## src/rtl/imem_load_ctrl_pkg.sv

```systemverilog
// ---------------------------------------------------------------------------
// imem_load_ctrl_pkg
//   Shared definitions for the instruction-memory load controller: controller
//   state encoding, ROM geometry defaults and the partial-word justification
//   helper used when a load ends mid-word.
// ---------------------------------------------------------------------------
package imem_load_ctrl_pkg;

    localparam int ROM_ADDR_W     = 14;   // word address width (PC[15:2])
    localparam int BYTES_PER_WORD = 4;
    localparam int BYTE_W         = 8;
    localparam int WORD_W         = BYTES_PER_WORD * BYTE_W;
    localparam int CNT_W          = 3;    // holds 0..BYTES_PER_WORD

    typedef enum logic [1:0] {
        ST_RUN   = 2'd0,   // CPU owns the ROM port
        ST_LOAD  = 2'd1,   // UART bytes are packed and written
        ST_FLUSH = 2'd2,   // write the trailing partial word
        ST_DONE  = 2'd3    // one-cycle completion, CPU still held
    } load_state_t;

    // Bytes enter at the LSB end, so a partial word must be shifted up to put
    // the first received byte in the MSB; unused low bytes read as zero.
    function automatic logic [WORD_W-1:0] left_justify(
        input logic [WORD_W-1:0] shift,
        input logic [CNT_W-1:0]  cnt
    );
        logic [WORD_W-1:0] w;
        case (cnt)
            3'd1:    w = {shift[7:0],  24'h00_0000};
            3'd2:    w = {shift[15:0], 16'h0000};
            3'd3:    w = {shift[23:0], 8'h00};
            default: w = shift;
        endcase
        return w;
    endfunction

endpackage

```

## src/rtl/imem_load_ctrl_byte_packer.sv

```systemverilog
// ---------------------------------------------------------------------------
// imem_load_ctrl_byte_packer
//   Shift register plus byte counter that assembles UART bytes into 32-bit
//   words, first byte in the MSB.
// Ports
//   clock, reset   system clock, synchronous active-high reset
//   clear          start of a new load: drop any buffered bytes
//   accept         rx_byte is taken this cycle
//   consume        the buffered word is written this cycle (byte_cnt -> 0)
//   rx_byte        incoming byte
//   word_ready     four bytes buffered
//   flush_needed   bytes will remain buffered after this cycle's accept/consume
//   word           full buffered word
//   flush_word     buffered bytes left-justified, zero-filled below
// ---------------------------------------------------------------------------
module imem_load_ctrl_byte_packer
    import imem_load_ctrl_pkg::*;
(
    input  logic              clock,
    input  logic              reset,
    input  logic              clear,
    input  logic              accept,
    input  logic              consume,
    input  logic [BYTE_W-1:0] rx_byte,
    output logic              word_ready,
    output logic              flush_needed,
    output logic [WORD_W-1:0] word,
    output logic [WORD_W-1:0] flush_word
);

    logic [WORD_W-1:0] shift;
    logic [CNT_W-1:0]  byte_cnt;
    logic [CNT_W-1:0]  cnt_base;

    // A write and a new byte can land in the same cycle: the write empties the
    // counter first, then the new byte becomes byte 1 of the next word.
    // NOTE: every signal assigned in always_comb gets a value on every path
    // (here unconditionally), otherwise synthesis infers a latch.
    always_comb begin
        cnt_base = byte_cnt;
        if (consume) begin
            cnt_base = '0;
        end
    end

    always_ff @(posedge clock) begin
        if (reset || clear) begin
            shift    <= '0;
            byte_cnt <= '0;
        end else if (accept) begin
            shift    <= {shift[WORD_W-BYTE_W-1:0], rx_byte};
            byte_cnt <= cnt_base + CNT_W'(1);
        end else begin
            byte_cnt <= cnt_base;
        end
    end

    assign word_ready   = (byte_cnt == CNT_W'(BYTES_PER_WORD));
    assign flush_needed = accept || (cnt_base != '0);
    assign word         = shift;
    assign flush_word   = left_justify(shift, byte_cnt);

endmodule

```

## src/rtl/imem_load_ctrl.sv

```systemverilog
// ---------------------------------------------------------------------------
// imem_load_ctrl
//   Owns the program ROM port and shares it between CPU instruction fetch and
//   a UART byte-stream loader. During a load the CPU is held in reset and
//   packed words are written to consecutive word addresses from 0; when the
//   load ends the CPU is released and fetch restarts at PC=0.
// Ports
//   clock, reset   system clock, synchronous active-high reset
//   load_req       level, 1 = loader mode requested
//   rx_valid       one-cycle strobe qualifying rx_byte
//   rx_byte        received byte
//   fetch_addr     CPU fetch word address
//   mem_we         ROM write enable
//   mem_addr       ROM address: fetch_addr in RUN, write pointer otherwise
//   mem_wdata      ROM write data
//   cpu_hold       CPU reset, 1 = CPU held at PC=0
//   load_busy      1 in LOAD and FLUSH
//   load_done      one-cycle pulse as a load completes
//   word_count     words written by the last or current load (saturating)
//   overflow       sticky: a word was dropped because the ROM was full
// ---------------------------------------------------------------------------
module imem_load_ctrl
    import imem_load_ctrl_pkg::*;
#(
    parameter int ADDR_W = ROM_ADDR_W,
    parameter int DATA_W = WORD_W        // must stay 32: four bytes per word
)(
    input  logic              clock,
    input  logic              reset,
    input  logic              load_req,
    input  logic              rx_valid,
    input  logic [BYTE_W-1:0] rx_byte,
    input  logic [ADDR_W-1:0] fetch_addr,
    output logic              mem_we,
    output logic [ADDR_W-1:0] mem_addr,
    output logic [DATA_W-1:0] mem_wdata,
    output logic              cpu_hold,
    output logic              load_busy,
    output logic              load_done,
    output logic [ADDR_W:0]   word_count,
    output logic              overflow
);

    load_state_t       state;
    // One extra bit: wptr reaches 2^ADDR_W when the ROM is full and stays
    // there, which is exactly the saturating word count.
    logic [ADDR_W:0]   wptr;
    logic              full;
    logic              accept;
    logic              write_req;
    logic              start_load;
    logic              word_ready;
    logic              flush_needed;
    logic [WORD_W-1:0] word;
    logic [WORD_W-1:0] flush_word;

    assign full       = wptr[ADDR_W];
    assign start_load = (state == ST_RUN) && load_req;
    assign accept     = (state == ST_LOAD) && rx_valid;
    assign write_req  = ((state == ST_LOAD) && word_ready) || (state == ST_FLUSH);

    imem_load_ctrl_byte_packer u_packer (
        .clock        (clock),
        .reset        (reset),
        .clear        (start_load),
        .accept       (accept),
        .consume      (write_req),
        .rx_byte      (rx_byte),
        .word_ready   (word_ready),
        .flush_needed (flush_needed),
        .word         (word),
        .flush_word   (flush_word)
    );

    // The write strobe is gated by reset so a word that completes just as
    // reset arrives is not committed; the partial image already in the ROM
    // is left alone.
    assign mem_we     = write_req && !full && !reset;
    assign mem_addr   = (state == ST_RUN) ? fetch_addr : wptr[ADDR_W-1:0];
    assign mem_wdata  = (state == ST_FLUSH) ? flush_word : word;
    assign word_count = wptr;

    // NOTE: sequential state uses non-blocking assignments so every register
    // samples pre-edge values and the block order does not matter.
    always_ff @(posedge clock) begin
        if (reset) begin
            state     <= ST_RUN;
            wptr      <= '0;
            overflow  <= 1'b0;
            cpu_hold  <= 1'b0;
            load_busy <= 1'b0;
            load_done <= 1'b0;
        end else begin
            load_done <= 1'b0;

            // Writes never happen in RUN, so this cannot collide with the
            // pointer clear on load start below.
            if (write_req) begin
                if (full) begin
                    overflow <= 1'b1;
                end else begin
                    wptr <= wptr + (ADDR_W+1)'(1);
                end
            end

            case (state)
                ST_RUN: begin
                    if (load_req) begin
                        state     <= ST_LOAD;
                        wptr      <= '0;
                        overflow  <= 1'b0;
                        cpu_hold  <= 1'b1;
                        load_busy <= 1'b1;
                    end
                end
                ST_LOAD: begin
                    // flush_needed already accounts for a byte strobed in the
                    // same cycle load_req falls.
                    if (!load_req) begin
                        if (flush_needed) begin
                            state <= ST_FLUSH;
                        end else begin
                            state     <= ST_DONE;
                            load_busy <= 1'b0;
                            load_done <= 1'b1;
                        end
                    end
                end
                ST_FLUSH: begin
                    state     <= ST_DONE;
                    load_busy <= 1'b0;
                    load_done <= 1'b1;
                end
                ST_DONE: begin
                    state    <= ST_RUN;
                    cpu_hold <= 1'b0;
                end
                default: state <= ST_RUN;
            endcase
        end
    end

endmodule
```

## config.mk

```make
export PLATFORM = sky130hd
export DESIGN_NAME = imem_load_ctrl
export DESIGN_NICKNAME = d
export VERILOG_FILES = /design/src/rtl/imem_load_ctrl_pkg.sv /design/src/rtl/imem_load_ctrl_byte_packer.sv /design/src/rtl/imem_load_ctrl.sv
export SDC_FILE = /design/constraint.sdc
export NUM_CORES = 1
export LEC_CHECK = 0
export CAP_MARGIN = 20
export CORE_MARGIN = 2
export CORE_UTILIZATION = 40
export DETAILED_ROUTE_END_ITERATION = 12
export HOLD_SLACK_MARGIN = 0.06
export PLACE_DENSITY = 0.78
export SLEW_MARGIN = 20
export SYNTH_ARGS = -nofsm -noshare
export SYNTH_HDL_FRONTEND = slang
export SYNTH_SLANG_ARGS = --single-unit
export TNS_END_PERCENT = 30
```

## constraint.sdc

```tcl
create_clock -name clock -period 2.7 [get_ports clock]
set_input_delay 0.54 -clock clock [delete_from_list [all_inputs] [get_ports clock]]
set_output_delay 0.54 -clock clock [all_outputs]
set_load 0.1 [all_outputs]
```

==> flow_summary.rst, run 1 <==
.. list-table::
   :header-rows: 1

   * - Metric
     - Value
   * - Yosys warning total
     - 0
   * - Total Routing Usage GR
     - 0.2094
   * - Cell types occupying the most area after synthesis
     - sky130_fd_sc_hd__dfxtp_1 (37%), sky130_fd_sc_hd__nand2_1 (10%), sky130_fd_sc_hd__mux2_2 (8.1%)
   * - Mean post-synth cell area
     - 7.820 um^2
   * - First-pass GRT wire length
     - roughly 14000 um
   * - RSZ-0062 raised after global routing
     - true
   * - Total area of multi-input combinational cells
     - 1817 um^2
   * - Startpoint of the lowest-slack register-to-register path
     - state[0]
   * - DRC violations left
     - 0
   * - Worst ir drop on vdd
     - about 1000 uV
   * - Number of top-level design ports
     - slightly above 90
   * - Simple-gate share of the synthesized area
     - 0.2380
   * - Die extent in x
     - approximately 92 um
   * - Type of destination of the critical path
     - output pin
   * - Fillcell total
     - ~600
   * - Switching power total
     - about 1.8 mW
   * - Run status
     - completed
   * - Placed cell areas
     - 4518 um^2
   * - Critical Setup Path Class
     - register to output pin
   * - Synth async-reset ratio
     - 0
   * - Area share of fa/ha/maj cells after synthesis
     - 0.02857
   * - Floorplan row count
     - 31
   * - Die Area
     - roughly 8400 um^2
   * - First-pass iteration count of the detailed router
     - 5
   * - Port Buffer Count
     - 91
   * - Antenna fix cells
     - 0
   * - Fraction of synthesized cell area in xor and xnor cells
     - 0.02000
   * - Fraction of the cycle the final worst path needs
     - 0.9669
   * - Worst path required time
     - around 2.2 ns
   * - Number of cells produced by synthesis
     - between 300 and 400
   * - Routability Congestion
     - roughly 0.94
   * - Proportion of power drawn by the clock network
     - 0.127
   * - Critical Path Source Type
     - register
   * - Number of vias per cell after detailed routing
     - about 5.4
   * - Delay of the slowest cell on the worst path
     - ~0.34 ns
   * - Final number of hold-violating endpoints
     - 0
   * - FMAX
     - about 380 MHz
   * - Leak pwr
     - around 1.7 nW
   * - Max_cap viols
     - 0
   * - Routed wire per std cell
     - 15.22 um
   * - Resized Gates After CTS
     - 0
   * - Flops & latches, synth
     - 56
   * - Cell internal power dissipation
     - roughly 1.8 mW
   * - Register share of total power
     - 0.254
   * - Proportion of synthesized area in mux cells
     - 0.09102
   * - H-tree depth
     - 2
   * - Synthesized Nets
     - roughly 430
   * - Startpoint of the tightest hold check path
     - overflow
   * - Overall die height
     - between 90 and 100 um
   * - Sequential area share after synthesis
     - 0.3657
   * - Final hold slack
     - 0.4555 ns
   * - Min cycle time layout
     - 2.611 ns
   * - Critical-path maximum fanout
     - 40
   * - CTS Buf Count
     - 5
   * - Setup Fix Bufs, Post-CTS
     - 0
   * - Antenna violations before repair
     - 0
   * - Nets
     - 507
   * - Floorplan core area
     - about 7300 um^2
   * - Share of post-route cells with drive strength above 1
     - 0.2358
   * - Number of enable-type register cells in the synthesized netlist
     - 0
   * - Area grow syn2layout
     - 50.49%
   * - Largest net degree at the start of global routing
     - 41
   * - Sequential Area
     - between 1000 and 1500 um^2
   * - Dominant cell type by area after synthesis
     - sky130_fd_sc_hd__dfxtp_1
   * - Clock latency reported for the late side of the worst-skew pair
     - between 0.3 and 0.4 ns
   * - Delay-heaviest family, CP
     - buffers and inverters
   * - Kind of path behind the tightest hold check
     - register to register
   * - Half-perimeter wire length of the detailed placement result
     - between 6000 and 7000 um
   * - Number of pins exceeding their max-slew limit in the final report
     - 0
   * - Initial core utilization
     - 0.4182
   * - Clock-pin transition on the worst setup and hold timing paths
     - 0.10 ns
   * - CP Buf/Inv Count
     - 3
   * - Actual transition at the worst max-transition pin
     - slightly below 0.6 ns
   * - Share of total power consumed by net switching
     - 0.5004
   * - Cell variety after synth
     - 37
   * - Power density cells
     - a little under 800 nW/um^2
   * - Root cell of the clock tree
     - sky130_fd_sc_hd__clkbuf_8
   * - Complex-gate fraction of the synthesized area
     - 0.2082
   * - Via count of the first global-routing pass
     - ~3000
   * - Vias
     - 3089
   * - Sink count of the clock tree
     - between 50 and 60
   * - Critical path startpoint
     - state[0]
   * - Worst-path cell with the longest stage delay
     - sky130_fd_sc_hd__dfxtp_1
   * - Most Frequent Cell on Critical Path
     - sky130_fd_sc_hd__buf_12
   * - Worst path cell trace
     - inv_1, ha_1, nand2b_1, or2_1, buf_12, a221oi_1, nor2_1, buf_12
   * - Starting DRC count in detailed routing
     - 265
   * - # setup viols final
     - 0
   * - Post-layout power
     - 3.646 mW
   * - Final setup skew
     - approximately 0.0077 ns
   * - Hold-fix buffers at CTS
     - 0
   * - Combinational share of power
     - 0.619
   * - Core Util, Final
     - 0.6293
   * - Post-Synthesis Cell Area
     - roughly 3100 um^2
   * - Drt total wl
     - between 8000 and 9000 um
   * - Worst slew margin relative to its limit
     - 0.6093
   * - DRT antenna net count
     - 0
   * - GR Overflow Total
     - 0
   * - TritonCTS clock tree
     - done
   * - Crit path DAT
     - between 2 and 2.5 ns
   * - Top_reg_cell synth
     - sky130_fd_sc_hd__dfxtp_1
   * - Worst-case clock buffer depth
     - 2
   * - Design Area, Final
     - 4613 um^2
   * - Synth top area share
     - 0.3657
   * - Largest family of logic cells by synthesized area
     - simple AND/OR/NAND/NOR gates
==> power by group through the flow <==
stage          sequential (mW)  clock (mW)  combinational, mW
2_1_floorplan             1.04           0               1.44
3_3_place_gp             0.941           0               2.22
3_5_place_dp             0.945           0               2.25
4_1_cts                  0.925       0.468               2.26
5_1_grt                  0.933       0.501               2.34
6_report                 0.927       0.463               2.26
==> layout by cell type (no fill, tap or decap), types with 5 or more instances in the layout <==
| cell | count |
|---|---|
| sky130_fd_sc_hd__a21oi_1 | 45 |
| sky130_fd_sc_hd__a221oi_1 | 8 |
| sky130_fd_sc_hd__a22o_1 | 8 |
| sky130_fd_sc_hd__a22oi_1 | 8 |
| sky130_fd_sc_hd__and2_1 | 12 |
| sky130_fd_sc_hd__buf_12 | 48 |
| sky130_fd_sc_hd__buf_4 | 30 |
| sky130_fd_sc_hd__clkbuf_8 | 5 |
| sky130_fd_sc_hd__clkdlybuf4s50_1 | 25 |
| sky130_fd_sc_hd__dfxtp_1 | 56 |
| sky130_fd_sc_hd__ha_1 | 7 |
| sky130_fd_sc_hd__inv_1 | 7 |
| sky130_fd_sc_hd__mux2_2 | 22 |
| sky130_fd_sc_hd__nand2_1 | 85 |
| sky130_fd_sc_hd__nand2b_1 | 6 |
| sky130_fd_sc_hd__nand3_1 | 5 |
| sky130_fd_sc_hd__nor2_1 | 35 |
| sky130_fd_sc_hd__o211ai_1 | 5 |
| sky130_fd_sc_hd__o21ai_0 | 9 |
| sky130_fd_sc_hd__o21ai_1 | 6 |
| sky130_fd_sc_hd__or3_1 | 6 |
| sky130_fd_sc_hd__xor2_1 | 7 |
==> logic make-up (layout without fill, tap and decap cells) <==
logic type      after synthesis  count (layout)
simple gates                162             162
mux                          25              25
buf+inv                      35             118
flops                        56              56
compound gates              100             100
xor+xnor                      7               7
fa+ha+maj                     7               7
==> stage by stage <==
step | instances | TNS [ns] | setup slack, ns
finish | 574 | 0 | 0.08935
global route | 574 | -0.09987 | -0.03611
CTS | 574 | 0 | 0.1161
detailed placement | 566 | 0 | 0.4771
global placement | 566 | 0 | 0.5282
floorplan | 392 | -7.306 | -0.5119
==> worst paths after layout <==
| check | slack [ns] | cells after the start | endpoint |
|---|---|---|---|
| worst max-delay path | 0.09 | 8 | mem_wdata[20] |
| worst min-delay path | 0.46 | 2 | overflow |
| worst max register to register | 0.55 | 9 | load_busy |
| worst min register to register | 0.46 | 2 | overflow |
==> layout make-up <==
type | count | area share
multi-input cells | 301 | 0.3938
repair buffers | 103 | 0.3114
flip-flops and latches | 56 | 0.2430
well taps | 99 | 0.02685
clock buffers | 6 | 0.01573
inverters | 7 | 0.005696
clock inverters | 2 | 0.003526
==> worst register-to-register path, cell delays in order (launching register included) <==
cell and delay, ns:
sky130_fd_sc_hd__dfxtp_1 0.34, sky130_fd_sc_hd__inv_1 0.13, sky130_fd_sc_hd__ha_1 0.20, sky130_fd_sc_hd__buf_4 0.22
sky130_fd_sc_hd__nand2b_1 0.18, sky130_fd_sc_hd__ha_1 0.16, sky130_fd_sc_hd__nor2b_1 0.16, sky130_fd_sc_hd__o21ai_0 0.12
sky130_fd_sc_hd__a21oi_1 0.19, sky130_fd_sc_hd__mux2_1 0.33
==> state kept, by name (all words and copies together), names as in the netlist <==
signal,count
u_packer.word,32
word_count,15
u_packer.byte_cnt,3
state,2
cpu_hold,1
load_busy,1
load_done,1
overflow,1
==> metal layers <==
metal	GRT usage	routed length, um	share of wire
met5	0	0	0
met3	0.03817	586	0.067
met2	0.3248	4129	0.47
met4	0.08333	195	0.022
met1	0.2866	3826	0.44
==> cell usage after synthesis, types with 2 or more instances <==
| master | count |
|---|---|
| sky130_fd_sc_hd__a21oi_1 | 45 |
| sky130_fd_sc_hd__a221oi_1 | 9 |
| sky130_fd_sc_hd__a22o_1 | 8 |
| sky130_fd_sc_hd__a22oi_1 | 8 |
| sky130_fd_sc_hd__and2_1 | 12 |
| sky130_fd_sc_hd__and3b_1 | 2 |
| sky130_fd_sc_hd__and4_1 | 2 |
| sky130_fd_sc_hd__buf_1 | 2 |
| sky130_fd_sc_hd__buf_2 | 5 |
| sky130_fd_sc_hd__clkbuf_1 | 19 |
| sky130_fd_sc_hd__dfxtp_1 | 56 |
| sky130_fd_sc_hd__ha_1 | 7 |
| sky130_fd_sc_hd__inv_1 | 7 |
| sky130_fd_sc_hd__mux2_2 | 22 |
| sky130_fd_sc_hd__mux2i_1 | 2 |
| sky130_fd_sc_hd__nand2_1 | 85 |
| sky130_fd_sc_hd__nand2b_1 | 6 |
| sky130_fd_sc_hd__nand3_1 | 5 |
| sky130_fd_sc_hd__nor2_1 | 35 |
| sky130_fd_sc_hd__nor2b_1 | 4 |
| sky130_fd_sc_hd__o2111ai_1 | 4 |
| sky130_fd_sc_hd__o211ai_1 | 5 |
| sky130_fd_sc_hd__o21ai_0 | 17 |
| sky130_fd_sc_hd__or3_1 | 6 |
| sky130_fd_sc_hd__xor2_1 | 7 |
Note: power is estimated with default switching activity, not from simulation.
==> run 2, diff against run 1 <==
Settings changed: CTS_BUF_LIST set to sky130_fd_sc_hd__clkbuf_4, SLEW_MARGIN 20 to not set.
==> run 2 against run 1 <==
Net effect: sequential cell count is the same; global-route usage grew 0.24 points; worst hold slack gained 0.0066 ns; routed wire length grew 1.9%; final cell count grew 0.17%; sequential power grew 0.6%; first-iteration DRC count shrank 13%; register-to-register slack gained 0.05 ns; final area grew 0.87%; clock-buffer cell count is the same; largest cell class unchanged.
==> flow_summary.rst, run 2 (synthesis results as in run 1) <==
.. list-table::
   :header-rows: 1

   * - Metric
     - Value
   * - Run status
     - completed (unchanged)
   * - Worst path required time
     - 2.16 ns (about the same)
   * - Antenna violations before repair
     - 0 (unchanged)
   * - Count of placed standard cells in the final layout, fillers left out
     - 575 (was 574)
   * - RSZ-0062 raised after global routing
     - true (unchanged)
   * - Placed cell areas
     - 4518 um^2 (unchanged)
   * - Power density cells
     - 770.9 nW/um^2 (was 790.3 nW/um^2)
   * - Worst-case clock buffer depth
     - 2 (unchanged)
   * - Crit path DAT
     - 2.07 ns (about the same)
   * - Starting DRC count in detailed routing
     - 230 (was 265)
   * - Share of total power consumed by net switching
     - 0.5105 (was 0.5004)
   * - FMAX
     - 383.7 MHz (was 383.0 MHz)
   * - H-tree depth
     - 2 (unchanged)
   * - TritonCTS clock tree
     - done (unchanged)
   * - Post-placement worst setup slack
     - 0.4771 ns (unchanged)
   * - # setup viols final
     - 0 (unchanged)
   * - Number of vias per cell after detailed routing
     - 5.416 (was 5.382)
   * - Register share of total power
     - 0.260 (was 0.254)
   * - Min cycle time layout
     - 2.606 ns (was 2.611 ns)
   * - Max_cap viols
     - 0 (unchanged)
   * - Kind of path behind the tightest hold check
     - register to register (unchanged)
   * - Half-perimeter wire length of the detailed placement result
     - 6432 um (unchanged)
   * - Setup Fix Bufs, Post-CTS
     - 0 (unchanged)
   * - Via count of the first global-routing pass
     - 2955 (was 2915)
   * - Port Buffer Count
     - 91 (unchanged)
   * - Number of flip-flops under the largest register name
     - 32 (unchanged)
   * - Hold-fix buffers at CTS
     - 0 (unchanged)
   * - Highest-count cells in the layout ignoring fill and taps
     - sky130_fd_sc_hd__nand2_1 (85), sky130_fd_sc_hd__dfxtp_1 (55), sky130_fd_sc_hd__buf_12 (48), sky130_fd_sc_hd__a21oi_1 (45), sky130_fd_sc_hd__buf_4 (30) (was sky130_fd_sc_hd__nand2_1 (85), sky130_fd_sc_hd__dfxtp_1 (56), sky130_fd_sc_hd__buf_12 (48), sky130_fd_sc_hd__a21oi_1 (45), sky130_fd_sc_hd__nor2_1 (35))
   * - Cell count after placement
     - 566 (unchanged)
   * - Final setup skew
     - 0.01025 ns (was 0.007664 ns)
   * - Initial core utilization
     - 0.4182 (unchanged)
   * - Switching power total
     - 1.832 mW (was 1.824 mW)
   * - DRC violations left
     - 0 (unchanged)
   * - Leak pwr
     - 1.753 nW (was 1.732 nW)
   * - Clock-pin transition on the worst setup and hold timing paths
     - 0.16 ns (was 0.10 ns)
   * - Number of top-level design ports
     - 92 (unchanged)
   * - Critical Setup Path Class
     - register to output pin (unchanged)
   * - Commonest non-fill, non-tap cell in the layout
     - sky130_fd_sc_hd__nand2_1 (unchanged)
   * - Die extent in x
     - 91.54 um (unchanged)
   * - DRT antenna net count
     - 0 (unchanged)
   * - Combinational share of power
     - 0.632 (was 0.619)
   * - Cell internal power dissipation
     - 1.756 mW (was 1.821 mW)
   * - Worst ir drop on vdd
     - 1008 uV (about the same)
   * - Floorplan row count
     - 31 (unchanged)
   * - Largest net degree at the start of global routing
     - 41 (unchanged)
   * - Routability Congestion
     - 0.9426 (unchanged)
   * - Total Routing Usage GR
     - 0.2118 (was 0.2094)
   * - Final number of hold-violating endpoints
     - 0 (unchanged)
   * - Critical-path maximum fanout
     - 40 (unchanged)
   * - GR Overflow Total
     - 0 (unchanged)
   * - CTS Buf Count
     - 5 (unchanged)
   * - Critical Path Source Type
     - register (unchanged)
   * - Fillcell total
     - 584 (was 598)
   * - Overall die height
     - 91.54 um (unchanged)
   * - First-pass GRT wire length
     - 14510 um (was 14380 um)
   * - Resized Gates After CTS
     - 0 (unchanged)
   * - Design Area, Final
     - 4653 um^2 (was 4613 um^2)
   * - Fraction of the cycle the final worst path needs
     - 0.9651 (was 0.9669)
   * - Routed wire per std cell
     - 15.49 um (was 15.22 um)
   * - Drt total wl
     - 8906 um (was 8737 um)
   * - Proportion of power drawn by the clock network
     - 0.108 (was 0.127)
   * - Die Area
     - 8380 um^2 (unchanged)
   * - Area grow syn2layout
     - 51.80% (was 50.49%)
   * - Final total negative setup slack
     - 0 ns (unchanged)
   * - Worst slew margin relative to its limit
     - 0.6298 (was 0.6093)
   * - Type of destination of the critical path
     - output pin (unchanged)
   * - First-pass iteration count of the detailed router
     - 5 (unchanged)
   * - Nets
     - 507 (unchanged)
   * - Vias
     - 3114 (was 3089)
   * - Root cell of the clock tree
     - sky130_fd_sc_hd__clkbuf_4 (was sky130_fd_sc_hd__clkbuf_8)
   * - Smallest setup slack after layout
     - 0.09413 ns (was 0.08935 ns)
   * - Actual transition at the worst max-transition pin
     - 0.5547 ns (was 0.5839 ns)
   * - Clock latency reported for the late side of the worst-skew pair
     - 0.40 ns (was 0.32 ns)
   * - Sink count of the clock tree
     - 56 (unchanged)
   * - Share of post-route cells with drive strength above 1
     - 0.2737 (was 0.2358)
   * - Number of pins exceeding their max-slew limit in the final report
     - 0 (unchanged)
   * - Floorplan core area
     - 7331 um^2 (unchanged)
run 2: cell count changes in the layout (fill, tap and decap cells not counted), sizes merged:
cell   previous run  this run
diode             0         1
run 2: per-stage QoR:
stage	power (mW)	hold WS, ns	utilization
after global routing	3.725	0.4850	0.6344
after global placement	3.161	0.4380	0.6163
after floorplan	2.476	0.4366	-
after CTS	3.580	0.4605	0.6247
final	3.587	0.4621	0.6348
after detailed placement	3.199	0.4392	0.6163
run 2: critical path: stages (launching register included):
cell                       delay [ns]
sky130_fd_sc_hd__dfxtp_2         0.37
sky130_fd_sc_hd__inv_2           0.08
sky130_fd_sc_hd__ha_1            0.19
sky130_fd_sc_hd__nand2b_1        0.09
sky130_fd_sc_hd__or2_1           0.25
sky130_fd_sc_hd__buf_12          0.19
sky130_fd_sc_hd__o21ai_1         0.28
sky130_fd_sc_hd__buf_12          0.22
run 2: metal layers:
metal / global-route usage / share of wire / vias to the layer above
met4: 0.07828 / 0.025 / 0
met1: 0.2871 / 0.43 / 1448
li1: - / - / 1518
met5: 0 / 0 / -
met3: 0.04564 / 0.065 / 16
met2: 0.3297 / 0.48 / 132
run 2: path summary, 6_finish.rpt:
| path | start | to | slack (ns) | depth (start not counted) |
|---|---|---|---|---|
| worst max register to register | state[0] | load_busy | 0.60 | 9 |
| worst max-delay path | state[0] | mem_wdata[28] | 0.09 | 7 |
| worst min register to register | overflow | overflow | 0.46 | 2 |
| worst min-delay path | overflow | overflow | 0.46 | 2 |
run 2: layout make-up:
| cell class | count | area, um^2 | area share |
|---|---|---|---|
| inverter | 7 | 26.28 | 0.005647 |
| timing repair buffer | 103 | 1436 | 0.3087 |
| antenna | 1 | 2.502 | 0.0005378 |
| sequential | 56 | 1122 | 0.2412 |
| clock buffer | 6 | 45.04 | 0.009680 |
| clock inverter | 2 | 16.27 | 0.003496 |
| tap | 99 | 123.9 | 0.02662 |
| multi-input combinational | 301 | 1881 | 0.4041 |
run 2: power by group through the flow:
stage / registers [mW] / logic (mW) / clock network [mW]
2_1_floorplan: 1.04 / 1.44 / 0
3_3_place_gp: 0.941 / 2.22 / 0
3_5_place_dp: 0.945 / 2.25 / 0
4_1_cts: 0.927 / 2.26 / 0.392
5_1_grt: 0.940 / 2.35 / 0.431
6_report: 0.933 / 2.27 / 0.388
==> run 3, diff against run 2 <==
Settings changed: CORE_UTILIZATION 40 to 30, PLACE_DENSITY 0.78 to not set, PLACE_DENSITY_LB_ADDON set to 0.3.
==> run 3 against run 2 <==
Net effect: clock skew grew 0.0047 ns; worst hold slack gained 0.0036 ns; core utilization shrank 16 points; final area grew 0.97%; clock power grew 18%; sequential share of layout area shrank 0.20 points; register-to-register slack gained 0.05 ns; combinational power is essentially flat; final cell count grew 5.7%; total power grew 1.9%; first-iteration DRC count shrank 54%; die area grew 32%; largest power group unchanged.
==> flow_summary.rst, run 3 (synthesis results as in run 1) <==
.. list-table::
   :header-rows: 1

   * - Metric
     - Value
   * - Critical Path Source Type
     - register (unchanged)
   * - Final hold slack
     - 0.4657 ns (was 0.4621 ns)
   * - Clock-pin transition on the worst setup and hold timing paths
     - 0.16 ns (about the same)
   * - Root cell of the clock tree
     - sky130_fd_sc_hd__clkbuf_4 (unchanged)
   * - Nets
     - 507 (unchanged)
   * - Startpoint of the tightest hold check path
     - u_packer.word[29] (was overflow)
   * - Drt total wl
     - 8827 um (was 8906 um)
   * - Actual transition at the worst max-transition pin
     - 0.6304 ns (was 0.5547 ns)
   * - Worst slew margin relative to its limit
     - 0.5789 (was 0.6298)
   * - # setup viols final
     - 0 (unchanged)
   * - Type of destination of the critical path
     - output pin (unchanged)
   * - Max_cap viols
     - 0 (unchanged)
   * - Die extent in x
     - 105.1 um (was 91.54 um)
   * - Worst path required time
     - 2.16 ns (about the same)
   * - Commonest non-fill, non-tap cell in the layout
     - sky130_fd_sc_hd__nand2_1 (unchanged)
   * - DRT antenna net count
     - 0 (unchanged)
   * - Floorplan core area
     - 9864 um^2 (was 7331 um^2)
   * - Share of post-route cells with drive strength above 1
     - 0.2611 (was 0.2737)
   * - Largest net degree at the start of global routing
     - 41 (unchanged)
   * - Fraction of the cycle the final worst path needs
     - 0.9884 (was 0.9651)
   * - First-pass iteration count of the detailed router
     - 4 (was 5)
   * - Count of placed standard cells in the final layout, fillers left out
     - 608 (was 575)
   * - Fillcell total
     - 914 (was 584)
   * - Number of pins exceeding their max-slew limit in the final report
     - 0 (unchanged)
   * - Path depth of the worst reg2reg path
     - 9 (unchanged)
   * - Kind of path behind the tightest hold check
     - register to register (unchanged)
   * - Cell count after placement
     - 599 (was 566)
   * - Half-perimeter wire length of the detailed placement result
     - 6479 um (was 6432 um)
   * - Vias
     - 3034 (was 3114)
   * - Routed wire per std cell
     - 14.52 um (was 15.49 um)
   * - Worst ir drop on vdd
     - 663.3 uV (was 1008 uV)
   * - Floorplan row count
     - 36 (was 31)
   * - Area grow syn2layout
     - 53.27% (was 51.80%)
   * - GR Overflow Total
     - 0 (unchanged)
   * - DRC violations left
     - 0 (unchanged)
   * - Min cycle time layout
     - 2.669 ns (was 2.606 ns)
   * - Number of stages on the worst hold path
     - 2 (unchanged)
   * - CTS Buf Count
     - 5 (unchanged)
   * - Port Buffer Count
     - 91 (unchanged)
   * - Final setup skew
     - 0.01491 ns (was 0.01025 ns)
   * - H-tree depth
     - 2 (unchanged)
   * - Number of flip-flops under the largest register name
     - 32 (unchanged)
   * - TritonCTS clock tree
     - done (unchanged)
   * - Hold-fix buffers at CTS
     - 0 (unchanged)
   * - RSZ-0062 raised after global routing
     - true (unchanged)
   * - Run status
     - completed (unchanged)
   * - Critical-path maximum fanout
     - 20 (was 40)
   * - Final number of hold-violating endpoints
     - 0 (unchanged)
   * - Endpoint of the worst-slack reg-to-reg timing path
     - load_busy (unchanged)
   * - Antenna violations before repair
     - 0 (unchanged)
   * - Setup slack on the worst flop-to-flop path
     - 0.65 ns (was 0.60 ns)
   * - Via count of the first global-routing pass
     - 2898 (was 2955)
   * - Highest-count cells in the layout ignoring fill and taps
     - sky130_fd_sc_hd__nand2_1 (85), sky130_fd_sc_hd__dfxtp_1 (54), sky130_fd_sc_hd__buf_12 (48), sky130_fd_sc_hd__a21oi_1 (45), sky130_fd_sc_hd__nor2_1 (31) (was sky130_fd_sc_hd__nand2_1 (85), sky130_fd_sc_hd__dfxtp_1 (55), sky130_fd_sc_hd__buf_12 (48), sky130_fd_sc_hd__a21oi_1 (45), sky130_fd_sc_hd__buf_4 (30))
   * - Worst-case clock buffer depth
     - 2 (unchanged)
   * - Critical Setup Path Class
     - register to output pin (unchanged)
   * - Die Area
     - 11040 um^2 (was 8380 um^2)
   * - Antenna fix cells
     - 0 (was 1)
   * - Clock latency reported for the late side of the worst-skew pair
     - 0.38 ns (was 0.40 ns)
   * - Initial core utilization
     - 0.3108 (was 0.4182)
   * - Startpoint of the lowest-slack register-to-register path
     - state[0] (unchanged)
   * - First-pass GRT wire length
     - 14950 um (was 14510 um)
   * - Total Routing Usage GR
     - 0.1638 (was 0.2118)
   * - Sink count of the clock tree
     - 56 (unchanged)
   * - Starting DRC count in detailed routing
     - 106 (was 230)
   * - Overall die height
     - 105.1 um (was 91.54 um)
   * - Leak pwr
     - 1.756 nW (was 1.753 nW)
   * - Number of vias per cell after detailed routing
     - 4.990 (was 5.416)
   * - Number of top-level design ports
     - 92 (unchanged)
   * - Routability Congestion
     - 0.9079 (was 0.9426)
   * - Endpoint with the worst hold slack
     - u_packer.word[29] (was overflow)
   * - FMAX
     - 374.7 MHz (was 383.7 MHz)
   * - Crit path DAT
     - 2.13 ns (was 2.07 ns)
   * - Power density cells
     - 778.2 nW/um^2 (was 770.9 nW/um^2)
[run 3: changes by cell type in the layout (fill, tap and decap cells not counted), sizes merged]
cell      delta
bufinv       +1
clkinv       +1
buf          -1
clkinvlp     -1
diode        -1
[run 3: timing repair]
action / CTS / global route
cloned: 0 / 1
resized for setup: 2 / 10
endpoints found under the setup margin: 5 / 22
pin swaps: 0 / 1
setup buffers: 0 / 0
[run 3: worst max-delay path: stages, from the launching register on]
cell,delay (ns)
sky130_fd_sc_hd__dfxtp_2,0.36
sky130_fd_sc_hd__inv_2,0.08
sky130_fd_sc_hd__ha_1,0.17
sky130_fd_sc_hd__nand2b_1,0.12
sky130_fd_sc_hd__or2_4,0.28
sky130_fd_sc_hd__buf_12,0.16
sky130_fd_sc_hd__a221oi_1,0.26
sky130_fd_sc_hd__nor2_1,0.13
sky130_fd_sc_hd__buf_12,0.18
[run 3: worst max-delay path by stage]
stage	startpoint	endpoint	slack, ns	cells after the start
after global placement	u_packer.byte_cnt[1]	mem_wdata[16]	0.47	6
after CTS	state[0]	mem_wdata[16]	-0.01	8
after floorplan	state[0]	mem_wdata[24]	-0.51	7
after global routing	state[0]	mem_wdata[18]	-0.04	8
final	state[0]	mem_wdata[22]	0.03	8
after detailed placement	u_packer.byte_cnt[1]	mem_wdata[17]	0.39	6
[run 3: power by group]
part	switching (mW)	internal, mW
sequential	0.0564	0.875
combinational	1.49	0.773
clock	0.265	0.194
[run 3: cell type report]
cell class              count  area (um^2)  share of cell area
flip-flops and latches     56         1124              0.2391
well taps                 133        166.4             0.03542
repair buffers            103         1454              0.3095
clock inverters             3        42.54            0.009055
inverters                   7        26.28            0.005593
clock buffers               5        37.54            0.007989
multi-input cells         301         1848              0.3933
[run 3: per-layer routing]
layer	track usage	up-vias	wire (um)
met3	0.02620	6	417
met2	0.2514	75	4194
li1	-	1525	-
met5	0	-	0
met1	0.2371	1428	4128
met4	0.04286	0	87
[run 3: through the flow]
stage          power [mW]  area, um^2  utilization  setup TNS [ns]  setup WS (ns)
2_1_floorplan       2.476        3080            -          -7.306        -0.5119
3_3_place_gp        3.189        4556       0.4618               0         0.4679
3_5_place_dp        3.210        4556       0.4618               0         0.3920
4_1_cts             3.674        4643       0.4707        -0.01558       -0.01343
5_1_grt             3.828        4698       0.4763         -0.1765       -0.04293
6_report            3.656        4698       0.4763               0        0.03145
